File: src/rtl/eth_pkg.sv
// Shared definitions for the Ethernet transmit framer: FSM encoding, framing octets, CRC-32 constants.
package eth_pkg;

  typedef enum logic [2:0] {
    IDLE = 3'd0,
    PRE  = 3'd1,
    SFD  = 3'd2,
    DATA = 3'd3,
    PAD  = 3'd4,
    FCS  = 3'd5,
    DROP = 3'd6,
    IFG  = 3'd7
  } tx_state_e;

  localparam logic [7:0]  PREAMBLE_OCTET = 8'h55;
  localparam logic [7:0]  SFD_OCTET      = 8'hD5;
  localparam logic [31:0] CRC_POLY       = 32'hEDB88320;
  localparam logic [31:0] CRC_INIT       = 32'hFFFFFFFF;
  localparam logic [31:0] CRC_RESIDUE    = 32'hDEBB20E3;
  localparam int          CNT_W          = 11;

  function automatic logic [7:0] bitrev8(input logic [7:0] d);
    logic [7:0] r;
    for (int i = 0; i < 8; i++) r[i] = d[7-i];
    return r;
  endfunction

endpackage

File: src/rtl/crc32_d8.sv
// One-octet step of the reflected CRC-32; purely combinational, the caller owns the register.
module crc32_d8
  import eth_pkg::*;
(
  input  logic [31:0] crc,
  input  logic [7:0]  data,
  output logic [31:0] crc_next
);

  always_comb begin
    crc_next = crc ^ {24'h0, data};
    for (int i = 0; i < 8; i++)
      crc_next = crc_next[0] ? ((crc_next >> 1) ^ CRC_POLY) : (crc_next >> 1);
  end

endmodule

File: src/rtl/eth_tx_framer.sv
// Wraps an AXI-Stream payload into an Ethernet frame (preamble, SFD, pad, FCS, IFG) at one octet per strobe.
module eth_tx_framer
  import eth_pkg::*;
#(
  parameter int MIN_FRAME = 60,
  parameter bit PAD_EN    = 1'b1,
  parameter int IFG_BEATS = 12,
  parameter bit MSB_FIRST = 1'b1
) (
  input  logic       pclk,
  input  logic       reset,
  input  logic [7:0] s_tdata,
  input  logic       s_tvalid,
  input  logic       s_tlast,
  output logic       s_tready,
  output logic [7:0] m_tdata,
  output logic       m_tvalid,
  input  logic       m_tready,
  output logic       tx_busy,
  output logic       tx_underrun
);

  localparam logic [CNT_W-1:0] MIN_CNT  = CNT_W'(MIN_FRAME);
  localparam logic [7:0]       IFG_LAST = 8'(IFG_BEATS - 1);
  localparam logic [7:0]       PRE_LAST = 8'd5;

  tx_state_e        state, state_nx;
  logic [7:0]       oct_q, oct_nx;
  logic             vld_q, vld_nx;
  logic [CNT_W-1:0] cnt_q, cnt_nx, cnt_inc;
  logic [7:0]       beat_q, beat_nx;
  logic             bad_q, bad_nx;
  logic             und_nx;
  logic [31:0]      crc_q, crc_upd, fcs_word;
  logic [7:0]       crc_din, fcs_oct;
  logic             crc_clr, crc_en, go;

  crc32_d8 u_crc (.crc(crc_q), .data(crc_din), .crc_next(crc_upd));

  assign cnt_inc  = (cnt_q == {CNT_W{1'b1}}) ? cnt_q : cnt_q + 1'b1;
  // An aborted frame sends the raw register, i.e. the complement of the good FCS.
  assign fcs_word = bad_q ? crc_q : ~crc_q;
  assign fcs_oct  = fcs_word[{beat_q[1:0], 3'b000} +: 8];

  // State names the source of the octet loaded on the next strobe; the loaded octet is on the wire after it.
  always_comb begin
    state_nx = state;
    oct_nx   = oct_q;
    vld_nx   = vld_q;
    cnt_nx   = cnt_q;
    beat_nx  = beat_q;
    bad_nx   = bad_q;
    und_nx   = 1'b0;
    crc_clr  = 1'b0;
    crc_en   = 1'b0;
    crc_din  = 8'h00;
    s_tready = 1'b0;
    go       = 1'b0;
    unique case (state)
      IDLE: go = s_tvalid;
      PRE: if (m_tready) begin
        if (beat_q == PRE_LAST) begin
          state_nx = SFD;
          beat_nx  = '0;
        end else begin
          beat_nx = beat_q + 1'b1;
        end
      end
      SFD: if (m_tready) begin
        oct_nx   = SFD_OCTET;
        state_nx = DATA;
      end
      DATA: begin
        s_tready = m_tready;
        if (m_tready) begin
          if (s_tvalid) begin
            oct_nx  = s_tdata;
            crc_en  = 1'b1;
            crc_din = s_tdata;
            cnt_nx  = cnt_inc;
            if (s_tlast) begin
              state_nx = (PAD_EN && (cnt_inc < MIN_CNT)) ? PAD : FCS;
              beat_nx  = '0;
              bad_nx   = 1'b0;
            end
          end else begin
            und_nx   = 1'b1;
            oct_nx   = crc_q[7:0];
            bad_nx   = 1'b1;
            beat_nx  = 8'd1;
            state_nx = FCS;
          end
        end
      end
      PAD: if (m_tready) begin
        oct_nx = 8'h00;
        crc_en = 1'b1;
        cnt_nx = cnt_inc;
        if (cnt_inc >= MIN_CNT) begin
          state_nx = FCS;
          beat_nx  = '0;
        end
      end
      FCS: if (m_tready) begin
        if (beat_q == 8'd4) begin
          vld_nx   = 1'b0;
          oct_nx   = 8'h00;
          beat_nx  = '0;
          state_nx = bad_q ? DROP : IFG;
        end else begin
          oct_nx  = fcs_oct;
          beat_nx = beat_q + 1'b1;
        end
      end
      DROP: begin
        s_tready = 1'b1;
        if (s_tvalid && s_tlast) begin
          state_nx = IFG;
          beat_nx  = '0;
        end
      end
      IFG: if (m_tready) begin
        if (beat_q == IFG_LAST) begin
          // Chain straight into the next preamble so the gap never grows past IFG_BEATS.
          go       = s_tvalid;
          state_nx = IDLE;
        end else begin
          beat_nx = beat_q + 1'b1;
        end
      end
      default: state_nx = IDLE;
    endcase
    if (go) begin
      state_nx = PRE;
      oct_nx   = PREAMBLE_OCTET;
      vld_nx   = 1'b1;
      cnt_nx   = '0;
      beat_nx  = '0;
      bad_nx   = 1'b0;
      crc_clr  = 1'b1;
    end
  end

  always_ff @(posedge pclk) begin
    if (reset) begin
      state       <= IDLE;
      oct_q       <= 8'h00;
      vld_q       <= 1'b0;
      cnt_q       <= '0;
      beat_q      <= '0;
      bad_q       <= 1'b0;
      tx_underrun <= 1'b0;
      crc_q       <= CRC_INIT;
    end else begin
      state       <= state_nx;
      oct_q       <= oct_nx;
      vld_q       <= vld_nx;
      cnt_q       <= cnt_nx;
      beat_q      <= beat_nx;
      bad_q       <= bad_nx;
      tx_underrun <= und_nx;
      crc_q       <= crc_clr ? CRC_INIT : (crc_en ? crc_upd : crc_q);
    end
  end

  assign m_tvalid = vld_q;
  assign m_tdata  = MSB_FIRST ? bitrev8(oct_q) : oct_q;
  assign tx_busy  = (state != IDLE);

endmodule
File: config.mk
export PLATFORM = sky130hd
export DESIGN_NAME = eth_tx_framer
export DESIGN_NICKNAME = d
export VERILOG_FILES = /design/src/rtl/eth_pkg.sv /design/src/rtl/crc32_d8.sv /design/src/rtl/eth_tx_framer.sv
export SDC_FILE = /design/constraint.sdc
export NUM_CORES = 1
export LEC_CHECK = 0
export ABC_CLOCK_PERIOD_IN_PS = 2300
export CAP_MARGIN = 20
export CORE_MARGIN = 4
export CORE_UTILIZATION = 40
export CTS_BUF_LIST = sky130_fd_sc_hd__clkbuf_2
export CTS_CLUSTER_SIZE = 25
export DETAILED_ROUTE_END_ITERATION = 8
export PLACE_DENSITY = 0.64
export RECOVER_POWER = 25
export SLEW_MARGIN = 10
export SYNTH_ARGS = -nofsm -noshare
export SYNTH_HDL_FRONTEND = slang
export SYNTH_SLANG_ARGS = --single-unit
File: constraint.sdc
create_clock -name pclk -period 2.3 [get_ports pclk]
set_clock_uncertainty 0.15 [all_clocks]
set_input_delay 0.46 -clock pclk [delete_from_list [all_inputs] [get_ports pclk]]
set_output_delay 0.46 -clock pclk [all_outputs]
set_load 0.02 [all_outputs]
# --- Word-level counts from Yosys, hierarchy flattened ---
# Cells that the tools add are included.
totals:
  ff_bits: 65
  in_bits: 13
  out_inout_bits: 12
  word_cells: 159
classes:
  n_addsub: 2
  order_cmp: 2
  n_eq_ne: 38
  n_shift: 1
  muxes: 71
  bitwise_logic: 12
  reduce_logical: 23
ops:
  columns: ["operator", "count"]
  rows:
  - ["32-bit 2-to-1 mux", 9]
  - ["8-bit 2-to-1 mux", 21]
  - ["13-bit NOT with 14-bit output", 8]
  - ["8-bit one-hot mux with 6 select lines", 1]
  - ["11-bit 2-to-1 mux", 4]
  - ["3-bit 2-to-1 mux", 13]
  - ["3-bit != test (second input constant)", 12]
  - ["32-bit NOT", 1]
  - ["8-bit one-hot mux with 4 select lines", 1]
  - ["32-bit by 6-bit indexed part select with 8-bit output", 1]
  - ["32-bit by 8-bit XOR with 32-bit output", 1]
  - ["2-bit != test (second input constant)", 13]
  - ["13-bit AND reduction", 2]
  - ["11-bit one-hot mux with 2 select lines", 1]
  - ["3-bit one-hot mux with 7 select lines", 1]
  - ["8-bit by 3-bit equality test with 1-bit output (second input constant)", 2]
  - ["1-bit 2-to-1 mux", 16]
  - ["3-bit equality test (second input constant)", 4]
  - ["11-bit by 1-bit adder with 11-bit output (second input constant)", 1]
  - ["11-bit equality test (second input constant)", 1]
  - ["11-bit by 6-bit greater-or-equal comparator with 1-bit output (second input constant)", 1]
  - ["11-bit by 6-bit < comparator with 1-bit output (second input constant)", 1]
  - ["10-bit AND reduction", 1]
  - ["5-bit AND reduction", 2]
  - ["22 further kinds", 31]

# --- Logic depth before layout (Yosys ltp) ---
logic_depth:
  ltp_word: 20
  depth_mapped: 10
  mapped_depth_nobuf: 8

# --- Hierarchy ---
# From an unflattened synthesis, not the netlist that was laid out.
unflattened:
  cells_unflattened: 502
  area_unflattened_um2: 4581.9
modules_own_cells:
  columns: ["mod", "instances", "cells_each", "area_each_um2", "seq_area_each_um2"]
  rows:
  - ["eth_tx_framer", 1, 440, 3656.0, 1301.2]
  - ["crc32_d8", 1, 62, 925.9, 0.0]

# --- Least setup slack after synthesis ---
# OpenSTA, ideal clock, no wires.
synth_timing:
  path_type: "reg-to-reg"
  from: "reg cnt_q[5]"
  to: "reg beat_q[3]"
  setup_ns: 0.117
  arrival_time_ns: 2.135
  required_time_ns: 2.033
  setup_slack_ns: -0.102
  path_stages_with_launch: 9
  path_buffers: 2
  synth_period_minus_slack_ns: 2.402
  cell_sequence: "dfxtp_1 buf_6 and4_1 buf_6 and4_4 or3_4 a2111oi_4 o21ai_4 a32o_2"
synth_via:
  elab_chain_len: 5
  elab_cells_between_ends: 6
  cone_classes: "1 x add/sub; 1 x order compare; 2 x eq/ne; 1 x mux; 1 x reduce/logical"
synth_rtl:
  columns: ["item", "line_no", "text"]
  rows:
  - ["start, declared", "eth_tx_framer.sv:30", "logic [CNT_W-1:0] cnt_q, cnt_nx, cnt_inc;"]
  - ["start signal, assigned", "eth_tx_framer.sv:158", "cnt_q <= cnt_nx;"]
  - ["11-bit by 1-bit adder with 11-bit output or 11-bit equality test (tied branches)", "eth_tx_framer.sv:40", "assign cnt_inc = (cnt_q == {CNT_W{1'b1}}) ? cnt_q : cnt_q + 1'b1;"]
  - ["11-bit 2-to-1 mux *", "eth_tx_framer.sv:40", null]
  - ["11-bit by 6-bit greater-or-equal comparator with 1-bit output *", "eth_tx_framer.sv:99", "if (cnt_inc >= MIN_CNT) begin"]
  - ["2-bit != test (no source line) *", null, null]
  - ["10-bit AND reduction (no source line) *", null, null]
  - ["end signal, assigned", "eth_tx_framer.sv:159", "beat_q <= beat_nx;"]
  - ["end, declared", "eth_tx_framer.sv:31", "logic [7:0] beat_q, beat_nx;"]
# Every way passes the cells marked *; elsewhere a longest branch is shown, timed or not.
# A chain may end at the register's enable or synchronous reset.

# --- Worst setup path after layout ---
layout_timing:
  from: "reg beat_q[4]"
  to: "reg state[2]"
layout_via:
  elab_chain_len: 5
  elab_cells_between_ends: 11
  cone_classes: "6 x eq/ne; 3 x mux; 2 x reduce/logical"
layout_rtl:
  columns: ["item", "line_no", "text"]
  rows:
  - ["8-bit by 4-bit equality test with 1-bit output", "eth_tx_framer.sv:123", "if (beat_q == IFG_LAST) begin"]
  - ["1-bit 2-to-1 mux", "eth_tx_framer.sv:123", null]
  - ["1-bit 2-to-1 mux", "eth_tx_framer.sv:122", "IFG: if (m_tready) begin"]
  - ["1-bit one-hot mux with 2 select lines", "eth_tx_framer.sv:59", "unique case (state)"]
  - ["2-bit OR reduction (no source line)", null, null]
  - ["end signal, assigned", "eth_tx_framer.sv:155", "state <= state_nx;"]
  - ["end, declared", "eth_tx_framer.sv:27", "tx_state_e state, state_nx;"]
# Several ways; a longest one is shown, not always the timed one.

==> flow_metrics.tcl <==
set metrics [dict create \
    status "finished with violations" \
    failed_checks "negative setup slack" \
    rows 39 \
    worstPathRequired_ps 2640 \
    ff2ff_setup_slack_ps -40 \
    synth_area_um2 4690 \
    p_leak_nw 2.50 \
    multiInputGateArea_um2 3390 \
    instances_no_fill 803 \
    rsz0062_at_grt "yes" \
    slew_headroom 0.612 \
    crit_chain "or4_4, buf_6, o311ai_2, a21oi_2, buf_4, nor3_4, xnor2_1, nor2_1" \
    r2r-end "state[2]" \
    finalPower_mw 2.49 \
    yosys-top-cells-count "65 x dfxtp_1, 57 x nand2_1, 46 x xnor2_1" \
    dp_cells 780 \
    grt_max_degree 37 \
    areaGrowthSynthToFinish_pct 35.1 \
    p_switching_uw 625 \
    rr_worst_depth 8 \
    swShare 0.251 \
    gp_congestion 0.957 \
    dp_slack_ps -532 \
    io_pins 25 \
    numCtsBuffers 9 \
    utilization 0.553 \
    ys.flop_type "dfxtp_1" \
    grt.total_usage 0.215 \
    arrival_ps 2680 \
    drv_slew 0 \
    synth-edff-count 0 \
    max_stage_delay_ps 590 \
    p_clk_frac 0.414 \
    path_clk_slew_ps 190 \
    syn_area_per_cell_um2 8.61 \
    cts-root-buf "clkbuf_2" \
    whs_ps 245 \
    cts_sinks 65 \
    drcViolationCount 0 \
    worst_pin_slew_ps 577 \
    yosysWarnings 0 \
    grt_antenna_before_repair 0 \
    slowest_stage "or4_4" \
    cts_tree "done" \
    core-area_um2 11500 \
    drt_iter0_markers 370 \
    overflow 0 \
    ctsLongestPathBuffers 2 \
    place_area_um2 5870 \
    netlist.area_leader.share 0.277 \
    yosysMostFrequentCell "dfxtp_1" \
    routed_wl_um 14200 \
    netlist.top_cell.by_area "dfxtp_1" \
    setup_ws_ps -36.5 \
    floorplan.initialDensity 0.409 \
    diodes 0 \
    ys_seq_area_frac 0.277 \
    num_vias 4543 \
    fillCellCount 1027 \
    critPathLaunchType "flip-flop" \
    ys_seq_elements 65 \
    wl_per_cell_um 17.7 \
    synth_area_leaders "dfxtp_1 28%, xnor2_1 8.6%, xor2_1 7.1%" \
    synth_fp_nets 562 \
    regArea_um2 1330 \
    grt_first_pass_wirelength_um 22600 \
    hold_viol_final 0 \
    clk_latency_ps 580 \
    die_w_um 116 \
    combPwrFrac 0.126 \
    die_h_um 116 \
    p_seq_frac 0.459 \
    dieArea_um2 13500 \
    portBuffers 24 \
    drt_pass1_iterations 5 \
    critical_path_class "flip-flop to flip-flop" \
    setup_violations 1 \
    hold_depth 4 \
    ir_worst_vdd_mv 0.647 \
    p_int_mw 1.87 \
    cap_violations 0 \
    cp-end-kind "flip-flop" \
    via_per_inst 5.66 \
    ys_types 67 \
    drive_gt1_frac 0.315 \
    crit_fanout 6 \
    r2r-start "beat_q[4]" \
    grt_pass1_vias 4468 \
    hold_class "primary input to flip-flop" \
    synthArstFlopShare 0 \
    detail-route-antenna-nets 0 \
    nets 672 \
    hold_start "m_tready" \
    h-tree-depth 3 \
    fin_crit_ps 2340 \
    max_freq_mhz 428 \
    synth_cells 545 \
    hold_end "tx_underrun" \
    hpwl_um 10500 \
    period_share 1.02 \
    tns_ps -36.5 \
    final_cell_area_um2 6340 \
    p_per_area_nw_per_um2 393 \
]
-- logic make-up after synthesis --
| group | after synthesis | synth area share |
|---|---|---|
| xor gates and xnor gates | 94 | 0.201 |
| and+or+nand+nor | 181 | 0.192 |
| muxes | 22 | 0.0683 |
| adders and majority gates | 4 | 0.0107 |
| AOI/OAI and AO/OA | 127 | 0.199 |
| DFF | 65 | 0.277 |
| buffers and inverters | 52 | 0.0515 |
-- layout make-up --
class | instances | area share
Multi-Input combinational cell | 428 | 0.535
Sequential cell | 65 | 0.209
Timing Repair Buffer | 144 | 0.195
Tap cell | 143 | 0.0282
Clock inverter | 6 | 0.0205
Clock buffer | 10 | 0.00789
Inverter | 7 | 0.00414
-- power by group through the flow --
| stage | Combinational (mW) | Sequential [mW] | Clock [mW] |
|---|---|---|---|
| floorplan | 0.136 | 1.18 | 0 |
| global placement | 0.284 | 1.17 | 0 |
| detailed placement | 0.288 | 1.17 | 0 |
| CTS | 0.293 | 1.15 | 1.06 |
| global route | 0.337 | 1.15 | 1.10 |
| finish | 0.315 | 1.15 | 1.03 |
-- critical path: cells and delay by family, from the launching register on --
family          cells  cell delay, ps
compound gates      2             430
xor+xnor            1             140
buf+inv             2             340
flops               1             360
simple gates        3             840
-- what timing repair did --
item,CTS,global route
setup buffers,1,7
gates resized for setup,27,45
pin swaps,3,17
endpoints found under the setup margin,39,44
hold endpoints to repair,0,0
hold buffers,0,0
-- cells in the final DEF (no fill, tap or decap), types with 8 or more instances in the layout --
master and instances:
mux4_2 8, nand4_1 10, o211ai_1 23, nand2_1 56, nor2_1 26, clkdlybuf4s50_1 21
a21oi_1 25, nor3_1 20, buf_4 108, mux2i_1 14, nand3_1 24, o21ai_0 11
clkbuf_2 10, dfxtp_1 54, xor2_1 37, xnor2_1 45
-- registers in the layout (all words and copies together) (netlist names) --
signal	cells
cnt_q	11
bad_q	1
m_tvalid	1
oct_q	8
crc_q	32
tx_underrun	1
state	3
beat_q	8
-- how the worst max path moves through the flow --
stage	from	end	slack (ps)
2_1_floorplan	beat_q[4]	beat_q[4]	3
6_report	beat_q[4]	state[2]	-40
3_5_place_dp	s_tvalid	crc_q[19]	-530
3_3_place_gp	m_tready	crc_q[5]	-560
4_1_cts	beat_q[4]	state[2]	10
5_1_grt	beat_q[4]	crc_q[23]	-80
-- routing by layer --
metal	up-vias	track usage	part of all wire
li1	2185	-	-
met1	2186	0.282	0.45
met2	144	0.354	0.49
met3	28	0.0399	0.048
met4	0	0.0750	0.021
met5	-	0	0
Power figures use the tool's default switching activity.
